**src/rtl/hilo_div_ctrl_pkg.sv**
```systemverilog
// Shared constants for the execute-stage HI/LO divide controller:
// default datapath width, op encodings and FSM state encodings.
package hilo_div_ctrl_pkg;

    localparam int unsigned WIDTH_DEF = 32;

    typedef logic [2:0] op_t;
    typedef logic [1:0] state_t;

    localparam op_t OP_NONE = 3'd0;
    localparam op_t OP_DIV  = 3'd1;
    localparam op_t OP_DIVU = 3'd2;
    localparam op_t OP_MTHI = 3'd3;
    localparam op_t OP_MTLO = 3'd4;

    localparam state_t ST_IDLE = 2'd0;
    localparam state_t ST_RUN  = 2'd1;
    localparam state_t ST_FIX  = 2'd2;

endpackage

```
**src/rtl/hilo_div_ctrl.sv**
```systemverilog
// Execute-stage front end for the unsigned stream_divider: converts signed
// operands to magnitudes, sequences the divider handshake and owns HI/LO.
module hilo_div_ctrl
    import hilo_div_ctrl_pkg::*;
#(
    parameter int unsigned WIDTH = WIDTH_DEF
) (
    input  logic             clk,
    input  logic             reset,
    input  logic             op_valid,
    input  logic [2:0]       op,
    input  logic [WIDTH-1:0] rs_val,
    input  logic [WIDTH-1:0] rt_val,
    output logic             busy,
    output logic [WIDTH-1:0] hi,
    output logic [WIDTH-1:0] lo,
    output logic             div_start,
    output logic [WIDTH-1:0] div_dividend,
    output logic [WIDTH-1:0] div_divisor,
    input  logic             div_done,
    input  logic [WIDTH-1:0] div_quotient,
    input  logic [WIDTH-1:0] div_reminder
);

    function automatic logic [WIDTH-1:0] neg_val(input logic [WIDTH-1:0] v);
        return '0 - v;
    endfunction

    function automatic logic [WIDTH-1:0] abs_val(input logic [WIDTH-1:0] v);
        return v[WIDTH-1] ? neg_val(v) : v;
    endfunction

    state_t           state_q,    state_d;
    logic             busy_q,     busy_d;
    logic             start_q,    start_d;
    logic [WIDTH-1:0] hi_q,       hi_d;
    logic [WIDTH-1:0] lo_q,       lo_d;
    logic [WIDTH-1:0] dividend_q, dividend_d;
    logic [WIDTH-1:0] divisor_q,  divisor_d;
    logic [WIDTH-1:0] raw_q_q,    raw_q_d;
    logic [WIDTH-1:0] raw_r_q,    raw_r_d;
    logic             q_neg_q,    q_neg_d;
    logic             r_neg_q,    r_neg_d;

    always_comb begin
        state_d    = state_q;
        busy_d     = busy_q;
        start_d    = start_q;
        hi_d       = hi_q;
        lo_d       = lo_q;
        dividend_d = dividend_q;
        divisor_d  = divisor_q;
        raw_q_d    = raw_q_q;
        raw_r_d    = raw_r_q;
        q_neg_d    = q_neg_q;
        r_neg_d    = r_neg_q;

        case (state_q)
            ST_IDLE: begin
                if (op_valid) begin
                    case (op)
                        OP_MTHI: hi_d = rs_val;
                        OP_MTLO: lo_d = rs_val;
                        OP_DIV, OP_DIVU: begin
                            busy_d = 1'b1;
                            if (rt_val == '0) begin
                                // Divide by zero bypasses the divider: preload the
                                // raw result so FIX writes hi=rs, lo=all-ones unchanged.
                                raw_q_d = '1;
                                raw_r_d = rs_val;
                                q_neg_d = 1'b0;
                                r_neg_d = 1'b0;
                                state_d = ST_FIX;
                            end else begin
                                dividend_d = (op == OP_DIV) ? abs_val(rs_val) : rs_val;
                                divisor_d  = (op == OP_DIV) ? abs_val(rt_val) : rt_val;
                                q_neg_d    = (op == OP_DIV) & (rs_val[WIDTH-1] ^ rt_val[WIDTH-1]);
                                r_neg_d    = (op == OP_DIV) & rs_val[WIDTH-1];
                                start_d    = 1'b1;
                                state_d    = ST_RUN;
                            end
                        end
                        default: ;
                    endcase
                end
            end
            ST_RUN: begin
                if (div_done) begin
                    raw_q_d = div_quotient;
                    raw_r_d = div_reminder;
                    start_d = 1'b0;
                    state_d = ST_FIX;
                end
            end
            ST_FIX: begin
                lo_d    = q_neg_q ? neg_val(raw_q_q) : raw_q_q;
                hi_d    = r_neg_q ? neg_val(raw_r_q) : raw_r_q;
                busy_d  = 1'b0;
                state_d = ST_IDLE;
            end
            default: begin
                busy_d  = 1'b0;
                start_d = 1'b0;
                state_d = ST_IDLE;
            end
        endcase
    end

    always_ff @(posedge clk) begin
        if (!reset) begin
            state_q    <= ST_IDLE;
            busy_q     <= 1'b0;
            start_q    <= 1'b0;
            hi_q       <= '0;
            lo_q       <= '0;
            dividend_q <= '0;
            divisor_q  <= '0;
            raw_q_q    <= '0;
            raw_r_q    <= '0;
            q_neg_q    <= 1'b0;
            r_neg_q    <= 1'b0;
        end else begin
            state_q    <= state_d;
            busy_q     <= busy_d;
            start_q    <= start_d;
            hi_q       <= hi_d;
            lo_q       <= lo_d;
            dividend_q <= dividend_d;
            divisor_q  <= divisor_d;
            raw_q_q    <= raw_q_d;
            raw_r_q    <= raw_r_d;
            q_neg_q    <= q_neg_d;
            r_neg_q    <= r_neg_d;
        end
    end

    assign busy         = busy_q;
    assign hi           = hi_q;
    assign lo           = lo_q;
    assign div_start    = start_q;
    assign div_dividend = dividend_q;
    assign div_divisor  = divisor_q;

endmodule

```
**config.mk**
```make
export PLATFORM = sky130hd
export DESIGN_NAME = hilo_div_ctrl
export DESIGN_NICKNAME = d
export VERILOG_FILES = /design/src/rtl/hilo_div_ctrl_pkg.sv /design/src/rtl/hilo_div_ctrl.sv
export SDC_FILE = /design/constraint.sdc
export NUM_CORES = 1
export LEC_CHECK = 0
export CAP_MARGIN = 30
export CORE_MARGIN = 2
export CORE_UTILIZATION = 45
export CTS_CLUSTER_SIZE = 16
export DETAILED_ROUTE_END_ITERATION = 8
export DONT_BUFFER_PORTS = 1
export SYNTH_ARGS = -nofsm -noshare
export SYNTH_HDL_FRONTEND = slang
export SYNTH_SLANG_ARGS = --single-unit
```
**constraint.sdc**
```tcl
create_clock -name clk -period 3.7 [get_ports clk]
set_input_delay 0.74 -clock clk [delete_from_list [all_inputs] [get_ports clk]]
set_output_delay 0.74 -clock clk [all_outputs]
set_load 0.1 [all_outputs]
```
==> impl_results.md <==
- Run status: finished, final reports clean
- CP max stage cell: or4_1
- Hold crit path type: primary input to register
- H-tree levels: 4
- MaxCap Viol Count: 0
- CTS sink cnt: a little under 200
- FF-to-FF End: lo[28]
- DRC Markers: 0
- Ys flop type: dfxtp_1
- Drt total wl: ~33 mm
- Die area: 0.0250 mm^2
- Critical Path End Type: register
- Critical Path Source: raw_q_q[1]
- Count leader, synth: dfxtp_1
- CP Max Fanout: 8
- Clk root buf: clkbuf_16
- Clk pin slew, worst setup/hold paths: roughly 80 ps
- CP max stage delay: around 730 ps
- CTS tree: built
- # Post-CTS Setup Buffers: 0
- Syn_nets: 1,429
- Largest net degree at the start of global routing: 117
- Final setup TNS: 0 ps
- Register share of total power: 52.7%
- Avg WL per Cell: 21.2 um
- NumNets Final: 1,377
- Slew of the pin with the lowest slew margin: 1050 ps
- I/O Buffers: 0
- Global route total overflow: 0
- Die Y-Extent: 158 um
- Required time of the critical path: approximately 4000 ps
- Layout area overhead: 10.9%
- CP Launch Type: register
- Worst IR Drop VDD: 0.000248 V
- Sw frac: 34.8%
- Vias: 9,598
- #FFs+latches synth: 198
- Core area: 0.0234 mm^2
- R2R depth: 7
- Setup violators final: 0
- Synthesized area: 0.0107 mm^2
- P_leak: 0.00394 uW
- Slew margin rel.: between 20% and 30%
- Final Hold Fails: 0
- Top cells by count, synth: 198 x dfxtp_1, 159 x nor2_1, 102 x clkbuf_1
- Ranking of synthesized cells by area: dfxtp_1 37%, a211oi_1 6.2%, nor2_1 5.6%
- Worst Skew: 11.8 ps
- DR vias/cell: a little over 6
- Worst-Skew Late Latency: 430 ps
- Clk buf depth: 2
- Iteration-0 DRC Markers: 785
- Pwr Density: 442 mW/mm^2
- CP cell instances: inv_1, ha_1, or3b_2, or4_1, or4_1, a221o_1, nor2_1
- Vias in the first global route: 8,476
- Overall Global Routing Usage: 25.7%
- Yosys warnings: 0
- Yosys top cell area share: 37.0%
- RSZ-0062 raised after global routing: false
- Critical path arrival: 3270 ps
- Fraction of layout cells with a size suffix above 1: 10.6%
- DRT Pass-1 Iters: 4
- Total CTS buffers: 17
- Cell mode on critical path: or4_1
- Max-slew violations: 0
- EDFF count, synth: 0
- Mapped Avg Cell Area: 8.30 um^2
- CP Class: register to register
- Global-route wire length before repair: 49.8 mm
- DP Wirelength: ~25 mm
- Pint: 3420 uW
- Antenna violations before repair: 2
- FMAX: around 340 MHz
- Setup crit end: lo[28]
- Cell variety after synth: 63
- DIE WIDTH: 158 um
- Flop2flop setup slack: 790 ps
- Period utilization: 78.5%
- Comb pwr share: 12.3%
- Antenna Nets Post-Route: 0
- Psw: 1820 uW
- Post-layout util: 50.7%
- Reg2Reg Launch Point: raw_q_q[1]
- Initial Utilization: approximately 46%
- Register area share after synthesis: 37.0%
- Leading area contributor after synthesis: dfxtp_1
- Tmin final: 2910 ps
- I/O pin total: about 270
- Routability cong.: approximately 0.9
- Clk pwr share: 34.9%
- Ys async rst share: 0%
- Post-Synthesis Cells: between 1,000 and 1,500
- CTS Hold Buffers Added: 0
- Resized cells post-CTS: 0
- # rows: 56
metrics by stage:
step,instances,power [uW],instance area [um^2],hold slack [ps],worst slack (ps)
floorplan,1290,3300,10700,452,895
global placement,1512,3420,10900,491,763
detailed placement,1530,3450,11200,496,654
CTS,1562,5280,11800,428,813
global route,1571,5450,11900,426,680
finish,1571,5250,11900,443,795
kinds of logic after synthesis:
logic type | share of synthesized area, %
muxes | 4.16
DFF | 37.0
adders and majority gates | 0.467
buffers and inverters | 4.99
xor gates and xnor gates | 6.95
AOI/OAI and AO/OA | 27.3
and+or+nand+nor | 19.2
cell usage in the layout, fill, tap and decap left out, types with 18 or more instances in the layout:
master / n
a211oi_1: 88
xnor2_1: 55
nand3_1: 30
buf_4: 19
nand2_1: 65
inv_1: 19
o41ai_1: 21
dfxtp_1: 197
a21oi_1: 52
nor3_1: 28
or3_1: 24
mux2i_1: 40
o21ai_0: 77
nor4_1: 18
nor2_1: 159
o221a_2: 33
a31oi_1: 28
or4_1: 28
xor2_1: 30
o31ai_1: 28
sequential cells by signal, indices dropped and copies added (netlist names):
register and flops:
q_neg_q 1, div_dividend 32, busy 1, raw_r_q 32
div_divisor 32, r_neg_q 1, state_q 2, hi 32
div_start 1, raw_q_q 32, lo 32
routing by layer:
metal / GRT usage [%] / part of all wire (%) / vias up
li1: - / - / 4752
met1: 35.7 / 46 / 4501
met2: 38.7 / 44 / 307
met3: 8.11 / 8.9 / 38
met4: 6.39 / 1.8 / 0
met5: 0 / 0 / -
power groups by stage:
stage | combinational (uW) | sequential [uW] | clock (uW)
5_1_grt | 715 | 2780 | 1960
3_3_place_gp | 578 | 2850 | 0
3_5_place_dp | 630 | 2830 | 0
6_report | 647 | 2770 | 1830
2_1_floorplan | 490 | 2810 | 0
4_1_cts | 632 | 2780 | 1870
worst min-delay path by stage:
stage / startpoint / endpoint / slack (ps) / depth (start not counted)
after floorplan: raw_r_q[20] / hi[20] / 450 / 2
after global placement: raw_r_q[20] / hi[20] / 490 / 2
after detailed placement: raw_r_q[20] / hi[20] / 500 / 2
after CTS: rt_val[0] / div_divisor[0] / 430 / 2
after global routing: reset / raw_q_q[8] / 430 / 1
final: rt_val[0] / div_divisor[0] / 440 / 2
critical path: cells and delay by family (launching register included):
family | cells | cell delay [ps]
DFF | 1 | 380
buffers and inverters | 1 | 80
AOI/OAI and AO/OA | 1 | 310
adders and majority gates | 1 | 190
and+or+nand+nor | 4 | 1880
area by class of cell:
class / count / area (um^2)
sequential: 198 / 3970
fill: 2292 / 11500
multi-input combinational: 953 / 6240
clock buffer: 20 / 467
tap: 319 / 399
timing repair buffer: 48 / 609
clock inverter: 12 / 111
inverter: 20 / 76.3
antenna: 1 / 2.50
No activity file was read; power rests on OpenSTA's default activity.
